==> src/rtl/hazard_pkg.sv <==
// rtl/hazard_pkg.sv - shared constants and state types for the hazard/pipeline-control unit
//
// Contents:
//   FWD_RF / FWD_W / FWD_M : forward-select encodings (00 regfile, 01 from W, 10 from M)
//   mdu_state_t            : multiply/divide stall FSM states
//   mem_state_t            : data-memory wait FSM states
//   ctr_width()            : counter width able to hold values 0..max_val (at least 1 bit)
package hazard_pkg;

    localparam logic [1:0] FWD_RF = 2'b00;
    localparam logic [1:0] FWD_W  = 2'b01;
    localparam logic [1:0] FWD_M  = 2'b10;

    typedef enum logic [1:0] {
        IDLE = 2'd0,
        BUSY = 2'd1,
        DONE = 2'd2
    } mdu_state_t;

    typedef enum logic {
        MIDLE = 1'b0,
        MWAIT = 1'b1
    } mem_state_t;

    function automatic int ctr_width(input int max_val);
        int w;
        w = $clog2(max_val + 1);
        return (w < 1) ? 1 : w;
    endfunction

endpackage

==> src/rtl/mdu_stall_ctr.sv <==
// rtl/mdu_stall_ctr.sv - multiply/divide stall FSM with internal latency counter
//
// Ports:
//   clk, rst   : clock, asynchronous active-high reset
//   flush      : exception flush; returns the FSM to IDLE and suppresses any done pulse
//   md_startE  : mul/div instruction present in E (only sampled in IDLE)
//   md_divE    : 1 = divide, 0 = multiply; selects the latency loaded at start
//   md_stall   : combinational hold request for the front of the pipe
//   md_doneE   : registered, high for the single cycle the FSM sits in DONE
module mdu_stall_ctr
    import hazard_pkg::*;
#(
    parameter int MUL_CYCLES = 4,
    parameter int DIV_CYCLES = 34
) (
    input  logic clk,
    input  logic rst,
    input  logic flush,
    input  logic md_startE,
    input  logic md_divE,
    output logic md_stall,
    output logic md_doneE
);

    localparam int MAX_LOAD = ((DIV_CYCLES > MUL_CYCLES) ? DIV_CYCLES : MUL_CYCLES) - 1;
    localparam int CNT_W    = ctr_width(MAX_LOAD);
    localparam logic [CNT_W-1:0] MUL_LOAD = CNT_W'(MUL_CYCLES - 1);
    localparam logic [CNT_W-1:0] DIV_LOAD = CNT_W'(DIV_CYCLES - 1);

    mdu_state_t       state_q, state_d;
    logic [CNT_W-1:0] cnt_q, cnt_d;
    logic             md_done_q, md_done_d;

    always_comb begin
        state_d = state_q;
        cnt_d   = cnt_q;
        case (state_q)
            IDLE: begin
                if (md_startE) begin
                    state_d = BUSY;
                    cnt_d   = md_divE ? DIV_LOAD : MUL_LOAD;
                end
            end
            BUSY: begin
                // Leave BUSY once the decremented count hits zero, so the start
                // cycle plus BUSY span exactly the latency. A load of zero
                // (latency 1) saturates and still spends one cycle in BUSY.
                cnt_d = (cnt_q == '0) ? '0 : cnt_q - CNT_W'(1);
                if (cnt_d == '0) begin
                    state_d = DONE;
                end
            end
            DONE: begin
                state_d = IDLE;
            end
            default: begin
                state_d = IDLE;
                cnt_d   = '0;
            end
        endcase
        // Exception wins over everything, including a start in the same cycle.
        if (flush) begin
            state_d = IDLE;
            cnt_d   = '0;
        end
        md_done_d = (state_d == DONE);
    end

    always_ff @(posedge clk or posedge rst) begin
        if (rst) begin
            state_q   <= IDLE;
            cnt_q     <= '0;
            md_done_q <= 1'b0;
        end else begin
            state_q   <= state_d;
            cnt_q     <= cnt_d;
            md_done_q <= md_done_d;
        end
    end

    assign md_stall = ((state_q == IDLE) && md_startE) || (state_q == BUSY);
    assign md_doneE = md_done_q;

endmodule

==> src/rtl/hazard_ctrl.sv <==
// rtl/hazard_ctrl.sv - hazard detection, forwarding and stall/flush control for the 5-stage core
//
// Build option: HAZARD_CP0_FWD_EN enables CP0 read forwarding (forwardcp0E); when
// undefined forwardcp0E is tied to 00 and rdE/rdM/rdW/cp0readE/cp0weM/cp0weW are unused.
//
// Ports:
//   clk, rst                      : clock, asynchronous active-high reset
//   rsD, rtD, branchD/jumpD/jrD   : decode-stage sources and control-flow flags
//   rsE, rtE, rdE, writeregE, ... : execute-stage fields/controls, mul/div start and type
//   writeregM, rdM, ...           : memory-stage fields/controls, data-memory req/ack
//   writeregW, rdW, ...           : writeback-stage fields/controls
//   except_validM                 : exception in M; flushes all stages, masks all stalls
//   stall*/flush*                 : per-stage hold and clear
//   forward*                      : forward selects (00 regfile, 10 from M, 01 from W)
//   lwstallD, branchstallD        : raw stall causes for debug
//   md_doneE, mem_timeout         : registered single-cycle pulses
module hazard_ctrl
    import hazard_pkg::*;
#(
    parameter int RA_W        = 5,
    parameter int MUL_CYCLES  = 4,
    parameter int DIV_CYCLES  = 34,
    parameter int MEM_TIMEOUT = 255
) (
    input  logic            clk,
    input  logic            rst,
    input  logic [RA_W-1:0] rsD,
    input  logic [RA_W-1:0] rtD,
    input  logic            branchD,
    input  logic            jumpD,
    input  logic            jrD,
    input  logic [RA_W-1:0] rsE,
    input  logic [RA_W-1:0] rtE,
    input  logic [RA_W-1:0] rdE,
    input  logic [RA_W-1:0] writeregE,
    input  logic            regwriteE,
    input  logic            memtoregE,
    input  logic            cp0readE,
    input  logic            md_startE,
    input  logic            md_divE,
    input  logic [RA_W-1:0] writeregM,
    input  logic [RA_W-1:0] rdM,
    input  logic            regwriteM,
    input  logic            memtoregM,
    input  logic            hlwriteM,
    input  logic            cp0weM,
    input  logic            mem_reqM,
    input  logic            mem_ackM,
    input  logic [RA_W-1:0] writeregW,
    input  logic [RA_W-1:0] rdW,
    input  logic            regwriteW,
    input  logic            cp0weW,
    input  logic            except_validM,
    output logic            stallF,
    output logic            stallD,
    output logic            stallE,
    output logic            stallM,
    output logic            stallW,
    output logic            flushF,
    output logic            flushD,
    output logic            flushE,
    output logic            flushM,
    output logic            flushW,
    output logic            forwardaD,
    output logic            forwardbD,
    output logic [1:0]      forwardaE,
    output logic [1:0]      forwardbE,
    output logic [1:0]      forwardcp0E,
    output logic            forwardhlE,
    output logic            lwstallD,
    output logic            branchstallD,
    output logic            md_doneE,
    output logic            mem_timeout
);

    localparam int MCNT_W = ctr_width(MEM_TIMEOUT - 1);
    localparam logic [MCNT_W-1:0] MEM_LAST = MCNT_W'(MEM_TIMEOUT - 1);

    logic md_stall;
    logic mem_stall;

    // ---------------- forwarding ----------------
    assign forwardaD  = (rsD != '0) && (rsD == writeregM) && regwriteM;
    assign forwardbD  = (rtD != '0) && (rtD == writeregM) && regwriteM;
    assign forwardhlE = hlwriteM;

    always_comb begin
        forwardaE = FWD_RF;
        if ((rsE != '0) && (rsE == writeregM) && regwriteM) begin
            forwardaE = FWD_M;
        end else if ((rsE != '0) && (rsE == writeregW) && regwriteW) begin
            forwardaE = FWD_W;
        end
        forwardbE = FWD_RF;
        if ((rtE != '0) && (rtE == writeregM) && regwriteM) begin
            forwardbE = FWD_M;
        end else if ((rtE != '0) && (rtE == writeregW) && regwriteW) begin
            forwardbE = FWD_W;
        end
    end

`ifdef HAZARD_CP0_FWD_EN
    // CP0 register 0 is a real register, so no zero-index exclusion here.
    always_comb begin
        forwardcp0E = FWD_RF;
        if (cp0readE) begin
            if ((rdM == rdE) && cp0weM) begin
                forwardcp0E = FWD_M;
            end else if ((rdW == rdE) && cp0weW) begin
                forwardcp0E = FWD_W;
            end
        end
    end
`else
    assign forwardcp0E = FWD_RF;
    logic unused_cp0;
    assign unused_cp0 = ^{cp0readE, rdE, rdM, rdW, cp0weM, cp0weW};
`endif

    // ---------------- decode-stage hazards ----------------
    assign lwstallD = memtoregE && ((rtE == rsD) || (rtE == rtD));
    assign branchstallD = (branchD || (jumpD && jrD)) &&
                          ((regwriteE && ((writeregE == rsD) || (writeregE == rtD))) ||
                           (memtoregM && ((writeregM == rsD) || (writeregM == rtD))));

    // ---------------- multiply/divide stall ----------------
    mdu_stall_ctr #(
        .MUL_CYCLES (MUL_CYCLES),
        .DIV_CYCLES (DIV_CYCLES)
    ) u_mdu (
        .clk       (clk),
        .rst       (rst),
        .flush     (except_validM),
        .md_startE (md_startE),
        .md_divE   (md_divE),
        .md_stall  (md_stall),
        .md_doneE  (md_doneE)
    );

    // ---------------- data-memory wait / timeout ----------------
    mem_state_t        mem_state_q, mem_state_d;
    logic [MCNT_W-1:0] mem_cnt_q, mem_cnt_d;
    logic              mem_timeout_q, mem_timeout_d;

    always_comb begin
        mem_state_d   = mem_state_q;
        mem_cnt_d     = mem_cnt_q;
        mem_timeout_d = 1'b0;
        case (mem_state_q)
            MIDLE: begin
                if (mem_reqM && !mem_ackM) begin
                    mem_state_d = MWAIT;
                    mem_cnt_d   = '0;
                end
            end
            MWAIT: begin
                // An ack arriving with the final count wins: no timeout pulse.
                if (mem_ackM) begin
                    mem_state_d = MIDLE;
                    mem_cnt_d   = '0;
                end else begin
                    mem_cnt_d = mem_cnt_q + MCNT_W'(1);
                    if (mem_cnt_d == MEM_LAST) begin
                        mem_state_d   = MIDLE;
                        mem_cnt_d     = '0;
                        mem_timeout_d = 1'b1;
                    end
                end
            end
            default: begin
                mem_state_d = MIDLE;
                mem_cnt_d   = '0;
            end
        endcase
        if (except_validM) begin
            mem_state_d   = MIDLE;
            mem_cnt_d     = '0;
            mem_timeout_d = 1'b0;
        end
    end

    always_ff @(posedge clk or posedge rst) begin
        if (rst) begin
            mem_state_q   <= MIDLE;
            mem_cnt_q     <= '0;
            mem_timeout_q <= 1'b0;
        end else begin
            mem_state_q   <= mem_state_d;
            mem_cnt_q     <= mem_cnt_d;
            mem_timeout_q <= mem_timeout_d;
        end
    end

    // The timeout cycle releases the pipe even though the request is still up.
    assign mem_stall   = mem_reqM && !mem_ackM && !mem_timeout_q;
    assign mem_timeout = mem_timeout_q;

    // ---------------- stall / flush ----------------
    assign stallD = !except_validM && (lwstallD || branchstallD || md_stall || mem_stall);
    assign stallF = stallD;
    assign stallE = !except_validM && (md_stall || mem_stall);
    assign stallM = !except_validM && mem_stall;
    assign stallW = stallM;

    assign flushF = except_validM;
    assign flushD = except_validM;
    assign flushM = except_validM;
    assign flushW = except_validM;
    // E gets a bubble when D is held (or a jump leaves), unless E itself is held.
    assign flushE = except_validM || ((lwstallD || branchstallD || jumpD) && !stallE);

endmodule

==> config.mk <==
export PLATFORM = sky130hd
export DESIGN_NAME = hazard_ctrl
export DESIGN_NICKNAME = d
export VERILOG_FILES = /design/src/rtl/hazard_pkg.sv /design/src/rtl/mdu_stall_ctr.sv /design/src/rtl/hazard_ctrl.sv
export SDC_FILE = /design/constraint.sdc
export NUM_CORES = 1
export LEC_CHECK = 0
export ABC_AREA = 1
export BUFFER_PORTS_ARGS = -buffer_cell sky130_fd_sc_hd__buf_4
export CELL_PAD_IN_SITES_DETAIL_PLACEMENT = 1
export CELL_PAD_IN_SITES_GLOBAL_PLACEMENT = 1
export CORE_ASPECT_RATIO = 1.2
export CORE_MARGIN = 3
export CORE_UTILIZATION = 32
export DETAILED_ROUTE_END_ITERATION = 7
export PLACE_DENSITY = 0.84
export SYNTH_ARGS = -nofsm -noshare
export SYNTH_HDL_FRONTEND = slang
export SYNTH_SLANG_ARGS = --single-unit
==> constraint.sdc <==
create_clock -name clk -period 2 [get_ports clk]
set_clock_uncertainty 0.2 [all_clocks]
set_input_delay 0.3 -clock clk [delete_from_list [all_inputs] [get_ports clk]]
set_output_delay 0.3 -clock clk [all_outputs]
set_load 0.005 [all_outputs]
==> out/results.ini <==
[cts]
clock_path_buffers = 2
cts_sinks = 19
cts-root-buf = clkbuf_8
clk_latency_ns = 0.26
path_clk_slew_ns = 0.08
htreeDepth = 1
cts_made_buffers = 3
cts_tree = done

[global_route]
first_global_vias = 2518
grt_first_pass_wirelength_um = 11200
antenna_found_initial = 0
grt_util_all_layers = 0.186
overflow = 0
grt_max_degree = 20

[critical_path]
r2r-end = mem_cnt_q[5]$_DFFE_PP0P_
required_ns = 1.50
cp-startpoint = writeregM[0]
critPathKind = in2out
arrival_ns = 1.45
path_max_fanout = 5
cp-start-kind = primary input
r2r-start = mem_cnt_q[0]$_DFFE_PP0P_
r2r_slack_ns = 0.13
end_kind = output pin
r2r_cells = 10

[pwr]
p_per_area_nw_per_um2 = 616
leakagePower_nw = 1.60
vdd_ir_drop_max_uv = 306

[sta]
fmax_mhz = 512
setup_slack_ns = 0.0459
hold_violations = 0
final-setup-viol-count = 0
period_share = 0.977
slew_violations = 0
period_needed_ns = 1.95

[final_layout]
fin_area_um2 = 2970
num_antenna_cells = 0
final_core_util = 0.478
syn_to_final_growth_pct = 40.9
nNetsFinal = 496
drive_above_1_share = 0.313

[die]
dieHeight_um = 94.8
ios = 92
core_region_area_um2 = 6210
dieArea_um2 = 7590
row_count = 31
start_util = 0.339
fp.dieW_um = 80.0

[place]
place_ws_ns = -0.0163
place.gp.congestion = 0.844
portBuffers = 69
post_dp_cell_area_um2 = 2700
place.detailed.hpwl_um = 5720

[logic_synthesis]
seq_area_frac_synth = 0.226
synth.avg_cell_area_um2 = 6.05
syn_area_um2 = 2100
ys_warn_count = 0
ys_seq_elements = 19
synthCells = 348
synth.distinct_cells = 33

[worst_hold_path]
hold_depth = 2
min_from = except_validM
holdPathEnd = mem_timeout$_DFF_PP0_
hold_class = in2reg

[flow_run]
drv_cap = 0

[detailed_routing]
wire_per_inst_um = 14.1
via_count = 2447
drtIter0Drc = 48
firstDrtPassIters = 4
drc_errors = 0
drt_wl_total_um = 7130
ant_nets = 0
vias_per_cell = 4.86

[outcome]
status = finished, final reports clean

[cell usage after synthesis (all sizes together)]
master   number  share of area
a311oi        1         0.0042
conb          1         0.0018
clkinv        1         0.0018
nand4         5          0.018
clkbuf        2         0.0036
dfrtp        19           0.23
nand3        28          0.075
a221oi        2         0.0083
ha            4          0.024
inv          59           0.11
o22ai         5          0.015
o2111ai       2         0.0083
o21ai         8          0.019
buf          11          0.037
nor3          7          0.024
a21oi         7          0.017
a211oi        2         0.0071
o211ai        2         0.0071
xor2         14          0.058
nor2         39          0.074
xnor2        13          0.054
nor4          3         0.0089
nand2       112           0.20
and3          1         0.0030
[critical path: stages]
cell and delay, ns:
buf_6 0.11, nor2_4 0.08, nor2_1 0.05, nor2_2 0.15
nand3_2 0.09, nand2_1 0.07, nand2_1 0.06, nand2_1 0.08
nand2_2 0.10, nand2_2 0.11, nand2_2 0.06, nand2_2 0.08
buf_6 0.10
[per-stage QoR]
stage          cells  total power [mW]  hold slack, ns  setup TNS (ns)
3_5_place_dp     494              1.43           0.159         -0.0290
2_1_floorplan    349              1.11          0.0511               0
6_report         504              1.83          0.0768               0
5_1_grt          504              1.98          0.0832          -0.193
3_3_place_gp     494              1.39           0.149               0
4_1_cts          500              1.75          0.0685               0
[layer usage]
layer,vias to the layer above,wire (µm),track usage
met5,-,0,0
met4,0,70,0.0451
met3,6,209,0.0124
met2,55,3840,0.365
met1,1159,3010,0.215
li1,1227,-,-
[layout by cell type (no fill, tap or decap), drive strengths merged]
cell           n
nand2        112
buf           80
inv           59
nor2          39
nand3         29
dfrtp         19
xor2          14
xnor2         13
o21ai          8
a21oi          7
nor3           7
o22ai          5
nand4          5
ha             4
nor4           3
clkbuf         3
o2111ai        2
a211oi         2
a221oi         2
o211ai         2
conb           2
clkinv         2
and3           1
a311oi         1
dlygate4sd3    1
[power by group]
group          switching (mW)  internal [mW]
Clock                   0.145          0.139
Combinational           0.619          0.425
Sequential             0.0519          0.447
Total                   0.816           1.01
[worst max path at each step]
stage / end / slack, ns
6_report: stallF / 0.05
3_3_place_gp: stallF / 0.02
3_5_place_dp: stallD / -0.02
4_1_cts: stallD / 0.004
5_1_grt: stallD / -0.07
2_1_floorplan: stallF / 0.26
[sequential cells by signal, indices dropped and copies added, names as in the netlist]
signal,cells
u_mdu.state_q,2
mem_timeout,1
u_mdu.md_doneE,1
mem_cnt_q,8
u_mdu.cnt_q,6
mem_state_q,1
[what timing repair did]
item,CTS,global route
gates resized for setup,3,52
setup buffers,1,3
endpoints found under the setup margin,3,15
pin swaps,1,19
hold buffers,1,0
cloned,0,1
endpoints found under the hold margin,19,0
[cell families (layout without fill, tap and decap cells)]
kind of cell | after synthesis | count (layout) | share of synthesized area
AO/OA/AOI/OAI | 29 | 29 | 0.0856
other | 1 | 2 | 0.00178
XOR/XNOR | 27 | 27 | 0.112
buffers and inverters | 73 | 145 | 0.147
adder cells (fa/ha/maj) | 4 | 4 | 0.0238
flip-flops | 19 | 19 | 0.226
AND/OR/NAND/NOR | 195 | 196 | 0.403
[area by class of cell]
class,count,area (µm²)
Timing Repair Buffer,81,676
Clock buffer,3,41.3
Multi-Input combinational cell,258,1430
Tap cell,82,103
Clock inverter,1,5.00
Sequential cell,19,475
Fill cell,849,3240
Inverter,60,233
No activity file was read; power rests on OpenSTA's default activity.
